`src/rtl/imem_program_loader.sv`:
```
`default_nettype none
// ============================================================================
// Module   : imem_program_loader
// Purpose  : Boot-time writer for the instruction memory. Receives a framed
//            byte stream (SYNC 0xA5, LEN_LO, LEN_HI, LEN*4 data bytes, CHK),
//            packs every 4 bytes into a little-endian 32-bit instruction,
//            writes it at consecutive word addresses and keeps the core in
//            reset until a whole frame with a good checksum has landed.
// Ports    : i_clk          system clock
//            i_reset_n      asynchronous active-low reset
//            i_rx_data      stream byte
//            i_rx_valid     stream byte valid
//            o_rx_ready     loader can accept a byte
//            o_imem_we      single-cycle instruction memory write strobe
//            o_imem_addr    byte address of the write (word aligned)
//            o_imem_wdata   instruction word to write
//            o_cpu_reset_n  active-low reset to the core
//            o_load_done    sticky: frame written and checksum good
//            o_load_error   sticky: checksum mismatch or length out of range
// Revision : 1.0 - initial release
// ============================================================================
module imem_program_loader #(
    parameter int DATA_WIDTH      = 32,
    parameter int INSTR_MEM_DEPTH = 256,
    parameter int ADDR_WIDTH      = $clog2(INSTR_MEM_DEPTH)
) (
    input  logic                  i_clk,
    input  logic                  i_reset_n,
    input  logic [7:0]            i_rx_data,
    input  logic                  i_rx_valid,
    output logic                  o_rx_ready,
    output logic                  o_imem_we,
    output logic [ADDR_WIDTH-1:0] o_imem_addr,
    output logic [DATA_WIDTH-1:0] o_imem_wdata,
    output logic                  o_cpu_reset_n,
    output logic                  o_load_done,
    output logic                  o_load_error
);

    localparam logic [7:0]  c_SYNC      = 8'hA5;
    localparam int unsigned c_MAX_WORDS = INSTR_MEM_DEPTH / 4;

    typedef enum logic [2:0] {
        S_IDLE   = 3'd0,
        S_LEN_LO = 3'd1,
        S_LEN_HI = 3'd2,
        S_DATA   = 3'd3,
        S_WRITE  = 3'd4,
        S_CHECK  = 3'd5,
        S_DONE   = 3'd6,
        S_ERROR  = 3'd7
    } state_t;

    state_t                  state_q, state_d;
    logic [15:0]             len_q;
    logic [15:0]             word_cnt_q;
    logic [1:0]              byte_cnt_q;
    logic [23:0]             word_q;      // bytes 0..2 of the word being built
    logic [7:0]              chk_q;
    logic [ADDR_WIDTH-1:0]   addr_q;      // address of the next word to write
    logic                    rx_ready_q;
    logic                    imem_we_q;
    logic [ADDR_WIDTH-1:0]   imem_addr_q;
    logic [DATA_WIDTH-1:0]   imem_wdata_q;
    logic                    cpu_reset_n_q;
    logic                    load_done_q;
    logic                    load_error_q;

    logic                    w_xfer;
    logic [15:0]             w_len_full;

    assign w_xfer     = i_rx_valid & rx_ready_q;
    assign w_len_full = {i_rx_data, len_q[7:0]};

    always_comb begin
        state_d = state_q;
        case (state_q)
            S_IDLE: begin
                if (w_xfer && (i_rx_data == c_SYNC)) state_d = S_LEN_LO;
            end
            S_LEN_LO: begin
                if (w_xfer) state_d = S_LEN_HI;
            end
            S_LEN_HI: begin
                if (w_xfer) begin
                    if (32'(w_len_full) > c_MAX_WORDS) state_d = S_ERROR;
                    else if (w_len_full == 16'd0)      state_d = S_CHECK;
                    else                               state_d = S_DATA;
                end
            end
            S_DATA: begin
                if (w_xfer && (byte_cnt_q == 2'd3)) state_d = S_WRITE;
            end
            S_WRITE: begin
                if ((word_cnt_q + 16'd1) == len_q) state_d = S_CHECK;
                else                               state_d = S_DATA;
            end
            S_CHECK: begin
                if (w_xfer) state_d = (i_rx_data == chk_q) ? S_DONE : S_ERROR;
            end
            S_DONE: begin
                state_d = S_DONE;
            end
            S_ERROR: begin
                if (w_xfer && (i_rx_data == c_SYNC)) state_d = S_LEN_LO;
            end
            default: state_d = S_IDLE;
        endcase
    end

    always_ff @(posedge i_clk or negedge i_reset_n) begin
        if (!i_reset_n) begin
            state_q       <= S_IDLE;
            len_q         <= '0;
            word_cnt_q    <= '0;
            byte_cnt_q    <= '0;
            word_q        <= '0;
            chk_q         <= '0;
            addr_q        <= '0;
            rx_ready_q    <= 1'b1;
            imem_we_q     <= 1'b0;
            imem_addr_q   <= '0;
            imem_wdata_q  <= '0;
            cpu_reset_n_q <= 1'b0;
            load_done_q   <= 1'b0;
            load_error_q  <= 1'b0;
        end else begin
            state_q <= state_d;

            // Outputs are registered from the next state so they line up
            // with the state they describe. DONE and ERROR are only left by
            // reset or a retry, which makes done/error naturally sticky.
            rx_ready_q    <= (state_d != S_WRITE) && (state_d != S_DONE);
            imem_we_q     <= (state_d == S_WRITE);
            cpu_reset_n_q <= (state_d == S_DONE);
            load_done_q   <= (state_d == S_DONE);
            load_error_q  <= (state_d == S_ERROR);

            case (state_q)
                S_LEN_LO: begin
                    if (w_xfer) len_q[7:0] <= i_rx_data;
                end
                S_LEN_HI: begin
                    if (w_xfer) begin
                        len_q[15:8] <= i_rx_data;
                        addr_q      <= '0;
                        chk_q       <= '0;
                        byte_cnt_q  <= '0;
                        word_cnt_q  <= '0;
                    end
                end
                S_DATA: begin
                    if (w_xfer) begin
                        chk_q      <= chk_q ^ i_rx_data;
                        byte_cnt_q <= byte_cnt_q + 2'd1;
                        case (byte_cnt_q)
                            2'd0: word_q[7:0]   <= i_rx_data;
                            2'd1: word_q[15:8]  <= i_rx_data;
                            2'd2: word_q[23:16] <= i_rx_data;
                            default: begin
                                // Last byte goes straight into the output
                                // word so the write can fire next cycle.
                                imem_addr_q  <= addr_q;
                                imem_wdata_q <= {i_rx_data, word_q};
                            end
                        endcase
                    end
                end
                S_WRITE: begin
                    addr_q     <= addr_q + ADDR_WIDTH'(4);
                    word_cnt_q <= word_cnt_q + 16'd1;
                end
                default: begin
                end
            endcase
        end
    end

    assign o_rx_ready    = rx_ready_q;
    assign o_imem_we     = imem_we_q;
    assign o_imem_addr   = imem_addr_q;
    assign o_imem_wdata  = imem_wdata_q;
    assign o_cpu_reset_n = cpu_reset_n_q;
    assign o_load_done   = load_done_q;
    assign o_load_error  = load_error_q;

endmodule
`default_nettype wire

```
`config.mk`:
```
export PLATFORM = sky130hd
export DESIGN_NAME = imem_program_loader
export DESIGN_NICKNAME = d
export VERILOG_FILES = /design/src/rtl/imem_program_loader.sv
export SDC_FILE = /design/constraint.sdc
export NUM_CORES = 1
export LEC_CHECK = 0
export CAP_MARGIN = 20
export CORE_MARGIN = 2
export CORE_UTILIZATION = 39
export DETAILED_ROUTE_END_ITERATION = 12
export PLACE_DENSITY = 0.57
export SLEW_MARGIN = 10
export SYNTH_ARGS = -nofsm -noshare
export SYNTH_HDL_FRONTEND = slang
export SYNTH_SLANG_ARGS = --single-unit
```
`constraint.sdc`:
```
create_clock -name i_clk -period 2.3 [get_ports i_clk]
set_input_delay 0.46 -clock i_clk [delete_from_list [all_inputs] [get_ports i_clk]]
set_output_delay 0.46 -clock i_clk [all_outputs]
set_load 0.005 [all_outputs]
```
==> metrics.yaml, run 1 <==
timing:
  slew_headroom: 0.4954
  max_freq_ghz: 0.4495
  setup_viol: 0
  rsz0062_at_grt: "yes"
  finalCritPeriodShare: 0.9672
  tightest_slew_ns: 0.7568
  skew_ns: 0.006657
  finalMaxSlewViolations: 0
  hold_violations: 0
  period_needed_ns: 2.225
  setup_slack_ns: 0.07533
logic_synthesis:
  syn_inst: 487
  ys_seq_area_frac: 0.5252
  syn_avg_cell_area_sq_um: 11.45
  ys_ff_latch: 117
  syn-cell-area_sq_um: 5577
  ys_types: 48
  yosysWarningCount: 0
setup_path:
  critPathMaxFanout: 3
  worstSetupStartpointType: "flop"
  arrival_ns: 2.51
  worstPathRequired_ns: 2.59
  critPathKind: "flop to flop"
  cp-end-kind: "flop"
cells_and_area:
  final_nets: 608
  drive_above_1_share: 0.3217
  antenna_cells: 0
  areaGrowthSynthToFinish_pct: 34.31
  instances_no_fill: 783
  fin_util: 0.5375
  design_area_sq_um: 7490
  n_fill_cell: 1175
placed_design:
  pre_cts_slack_ns: -0.2999
  dp_cells: 744
  io_buffers: 53
  place_area_sq_um: 6671
  hpwl_mm: 9.422
  place_congestion: 0.8833
pwr:
  p_leak_uw: 0.003289
  powerDensity_nw_per_um2: 1344
  ir_worst_vdd_mv: 0.5874
drt:
  drt_iter0_drc: 265
  ant_nets: 0
  wire_per_inst_microns: 17.33
  drt_wl_total_mm: 13.57
  dr.pass1.iters: 4
  drcViolationCount: 0
  vias: 4125
  viasPerCell: 5.268
grt:
  grt_max_degree: 39
  grt_pass1_vias: 4301
  grt_overflow_total: 0
  track_usage: 0.1952
  grt_pass1_wl_mm: 22.33
  antenna_found_initial: 0
die:
  initial_core_util: 0.4002
  die_height_microns: 123.6
  coreArea_sq_um: 13930
  floorplan.rows: 43
  io_pins: 56
  die_x_microns: 123.6
  die_area_sq_um: 15270
cts:
  h-tree-depth: 4
  tritoncts: "built"
  root_buffer: "clkbuf_16"
  cts_sinks: 117
  numCtsBuffers: 17
  cts_buffer_depth: 2
  clock_latency_ns: 0.42
  clk_pin_slew_ns: 0.05
status:
  status: "finished, final reports clean"
flow_run:
  drv_cap: 0
min_path:
  min_path_type: "flop to flop"
-- state kept, by name, summed over array words and instances (netlist names), 2 cells and up --
| name | count |
|---|---|
| chk_q | 8 |
| addr_q | 6 |
| o_imem_addr | 6 |
| byte_cnt_q | 2 |
| word_cnt_q | 16 |
| len_q | 16 |
| o_imem_wdata | 32 |
| word_q | 24 |
| state_q | 3 |
-- final timing paths --
kind | start | slack, ns | to | depth (start not counted)
setup / recovery | word_cnt_q[1] | 0.08 | state_q[1] | 8
hold / removal | addr_q[7] | 0.49 | addr_q[7] | 1
setup reg to reg | word_cnt_q[1] | 0.08 | state_q[1] | 8
hold reg to reg | addr_q[7] | 0.49 | addr_q[7] | 1
max in group asynchronous | i_reset_n | 1.11 | o_imem_wdata[4] | 3
min in group asynchronous | i_reset_n | 0.55 | o_imem_wdata[23] | 2
-- synth_stat cells, drive strengths merged --
library cell,number,area (sq um)
nand4b,1,8.760
dfrtp,116,2903
ha,7,87.58
nand3,15,75.07
xor2,10,87.58
nor4,11,87.59
nor2b,4,25.02
dfstp,1,26.28
a22o,4,35.03
a41o,1,10.01
buf,12,78.83
nor2,19,71.32
o41ai,2,17.52
or3,2,12.51
a22oi,2,15.01
o22ai,3,18.77
conb,1,3.750
o211ai,4,30.03
and3b,1,8.760
o221ai,1,8.760
a211oi,1,7.510
a31oi,3,18.77
xnor2,18,157.7
nor3b,5,37.54
a21o,1,7.510
clkbuf,21,78.83
nand3b,2,15.01
a211o,1,8.760
nand2,36,135.1
and3,6,40.03
a21oi,4,20.02
mux2i,3,30.03
or4,2,15.01
inv,4,15.01
o21ai,43,215.2
nand2b,11,68.82
mux2,79,889.6
and2,6,37.54
o32ai,1,8.760
nor3,4,25.02
nand4,10,62.56
o31ai,6,45.04
and4,3,26.28
-- cell families (layout without fill, tap and decap cells) --
group,Yosys count,count (layout),share of synthesized area
AO/OA/AOI/OAI,77,77,0.08369
flip-flops,117,117,0.5252
AND/OR/NAND/NOR,138,138,0.1348
other,1,2,0.0006725
adder cells (fa/ha/maj),7,7,0.01570
multiplexers,82,82,0.1649
XOR/XNOR,28,28,0.04397
buffers and inverters,37,152,0.03096
-- cell type report --
| cell class | instances | area [sq um] | share of cell area |
|---|---|---|---|
| timing repair buffer | 116 | 1079 | 0.1440 |
| sequential | 117 | 2934 | 0.3917 |
| clock buffer | 23 | 478.0 | 0.06382 |
| clock inverter | 9 | 172.7 | 0.02305 |
| tap | 180 | 225.2 | 0.03007 |
| inverter | 4 | 15.01 | 0.002005 |
| multi-input combinational | 334 | 2586 | 0.3453 |
-- per-layer routing --
metal  track usage  wire (microns)  part of all wire  vias to the layer above
met5             0               0                 0                        -
met4       0.08523             105            0.0077                        0
met3       0.04212             522             0.038                        8
met2        0.2891            6276              0.46                       84
met1        0.2762            6665              0.49                     2082
li1              -               -                 -                     1951
-- repair_timing --
action | 4_1_cts | 5_1_grt
setup endpoints to repair | 2 | 4
pin swaps | 1 | 10
hold buffers | 1 | 0
gates resized for setup | 3 | 19
setup buffers | 2 | 4
endpoints found under the hold margin | 28 | 0
-- cell usage in the layout, fill, tap and decap left out, types with 5 or more instances in the layout --
| cell type | netlist | layout |
|---|---|---|
| xor2_1 | 10 | 10 |
| nand4_1 | 10 | 10 |
| clkbuf_16 | 0 | 17 |
| nand2_1 | 36 | 36 |
| and2_1 | 6 | 6 |
| o21ai_0 | 43 | 42 |
| nor3b_1 | 5 | 5 |
| xnor2_1 | 18 | 16 |
| ha_1 | 7 | 6 |
| mux2_2 | 79 | 79 |
| nand3_1 | 15 | 14 |
| buf_12 | 0 | 6 |
| o31ai_1 | 6 | 6 |
| nor2_1 | 19 | 19 |
| buf_4 | 5 | 57 |
| dfrtp_1 | 116 | 112 |
| clkdlybuf4s50_1 | 0 | 52 |
| bufinv_16 | 0 | 5 |
| nand2b_1 | 11 | 11 |
-- metrics by stage --
stage	TNS (ns)	total power, uW	hold WS [ns]
finish	0	10060	0.4914
floorplan	0	5538	0.1644
global placement	-4.513	6882	0.4345
detailed placement	-6.086	7001	0.4410
CTS	0	9994	0.4917
global route	-0.1455	10670	0.5155
-- report_power, final --
| part | switching [uW] | internal [uW] |
|---|---|---|
| registers | 744 | 2970 |
| logic | 1440 | 1990 |
| clock network | 910 | 2000 |
-- critical path: stages, from the launching register on --
cell      delay (ns)
dfrtp_1         0.41
buf_4           0.16
and3_4          0.18
xnor2_1         0.13
or4_4           0.52
nor4_4          0.15
o211ai_1        0.13
nor4_2          0.32
o21ai_1         0.12
Power figures use the tool's default switching activity.
==> run 2, diff against run 1 <==
--- a/config.mk
+++ b/config.mk
@@ -9,7 +9,7 @@
 export CORE_MARGIN = 2
 export CORE_UTILIZATION = 39
 export DETAILED_ROUTE_END_ITERATION = 12
-export PLACE_DENSITY = 0.57
+export PLACE_DENSITY_LB_ADDON = 0.12
 export SLEW_MARGIN = 10
 export SYNTH_ARGS = -nofsm -noshare
 export SYNTH_HDL_FRONTEND = slang
==> run 2 against run 1 <==
First-iteration DRC count decreased by 7.9%; utilization decreased by 1.7 points; sequential share of layout area increased by 1.2 points; non-clock buffer count decreased by 13; count of clock-buffer cells in the layout decreased by 2; global-route usage decreased by 0.30 points; final area decreased by 3.1%; register-to-register slack improved by 0.07 ns; power decreased by 5.9%; die area unchanged; critical path type unchanged.
==> metrics.yaml, run 2 (synthesized netlist as in run 1, its figures left out) <==
drt:
  dr.pass1.iters: 4
  ant_nets: 0
  drcViolationCount: 0
  drt_wl_total_mm: 13.24
  vias: 4099
  wire_per_inst_microns: 17.19
  viasPerCell: 5.323
  drt_iter0_drc: 244
setup_path:
  r2r-start: "len_q[3]"
  critPathMaxFanout: 3
  arrival_ns: 2.44
  worst_r2r_endpoint: "state_q[1]"
  reg2reg_depth: 8
  worstSetupStartpointType: "flop"
  timing.critical_path.from: "len_q[3]"
  worstPathRequired_ns: 2.58
  critPathKind: "flop to flop"
  cp-end-kind: "flop"
  reg2reg_slack_ns: 0.14
cts:
  numCtsBuffers: 17
  cts_sinks: 117
  tritoncts: "built"
  cts_buffer_depth: 2
  clk_pin_slew_ns: 0.05
  clock_latency_ns: 0.41
  h-tree-depth: 4
  root_buffer: "clkbuf_16"
cells_and_area:
  instances_no_fill: 770
  antenna_cells: 0
  largest_register_ffs: 32
  areaGrowthSynthToFinish_pct: 30.15
  drive_above_1_share: 0.3000
  final_nets: 595
  final_common_cell: "dfrtp_1"
  final_cell_mix: "113 x dfrtp_1, 79 x mux2_2, 52 x clkdlybuf4s50_1"
timing:
  finalCritPeriodShare: 0.9387
  hold_violations: 0
  skew_ns: 0.006722
  fin_setup_tns_ns: 0
  period_needed_ns: 2.159
  max_freq_ghz: 0.4632
  tightest_slew_ns: 0.8429
  setup_viol: 0
  finalMaxSlewViolations: 0
  slew_headroom: 0.4380
  setup_slack_ns: 0.1410
flow_run:
  drv_cap: 0
die:
  die_height_microns: 123.6
  die_area_sq_um: 15270
  floorplan.rows: 43
  initial_core_util: 0.4002
  coreArea_sq_um: 13930
  die_x_microns: 123.6
  io_pins: 56
placed_design:
  hpwl_mm: 9.084
  pre_cts_slack_ns: -0.2334
  dp_cells: 737
  place_congestion: 0.8546
  io_buffers: 53
grt:
  antenna_found_initial: 0
  grt_overflow_total: 0
  grt_max_degree: 42
  grt_most_used_layer: "met2"
  grt_pass1_wl_mm: 22.16
  grt_use_met3: 0.04487
  grt_pass1_vias: 4204
  met1_usage: 0.2722
  grt_util_met2: 0.2830
  track_usage: 0.1922
status:
  status: "finished, final reports clean"
pwr:
  power.total_uw: 9469
  p_leak_uw: 0.003142
  powerDensity_nw_per_um2: 1305
  ir_worst_vdd_mv: 0.6084
min_path:
  min_path_type: "primary input to async pin"
-- run 2: metal layers --
metal / vias to the layer above / part of all wire
met4: 0 / 0.015
li1: 1920 / -
met3: 17 / 0.039
met2: 95 / 0.45
met5: - / 0
met1: 2067 / 0.49
-- run 2: where the power goes --
group,switching [uW],total (uW),internal [uW]
Sequential,766,3740,2970
Clock,943,2460,1510
Combinational,1370,3280,1910
Total,3070,9470,6390
-- run 2: timing repair --
item,in CTS,in global routing
resized for setup,0,14
setup endpoints to repair,1,4
hold endpoints to repair,0,0
pin swaps,1,0
hold buffers,0,0
setup buffers,0,1
-- run 2: worst max-delay path, stage by stage, from the launching register on --
cell and delay, ns:
dfrtp_1 0.40, or4_1 0.56, nor4_1 0.18, buf_4 0.17, nand3_1 0.10, nor4_2 0.15, o21ai_0 0.15, a22oi_2 0.20
o21ai_0 0.11
-- run 2: how the worst max path moves through the flow --
stage / endpoint / slack (ns)
floorplan: state_q[1] / 0.12
global placement: state_q[1] / -0.20
detailed placement: state_q[1] / -0.23
CTS: state_q[1] / 0.05
global route: state_q[1] / -0.01
finish: state_q[1] / 0.14
-- run 2: final cells by class --
class | instances | area [sq um]
tap | 180 | 225.2
clock buffer | 21 | 450.4
fill | 1212 | 6676
multi-input combinational | 334 | 2552
sequential | 117 | 2933
clock inverter | 11 | 103.9
timing repair buffer | 103 | 978.4
inverter | 4 | 15.01
-- run 2: metrics by stage --
step / area, sq um / hold slack (ns) / utilization
floorplan: 5580 / 0.1644 / -
global placement: 6619 / 0.4665 / 0.4750
detailed placement: 6619 / 0.4721 / 0.4750
CTS: 7173 / 0.02629 / 0.5148
global route: 7258 / 0.04897 / 0.5209
finish: 7258 / 0.01819 / 0.5209
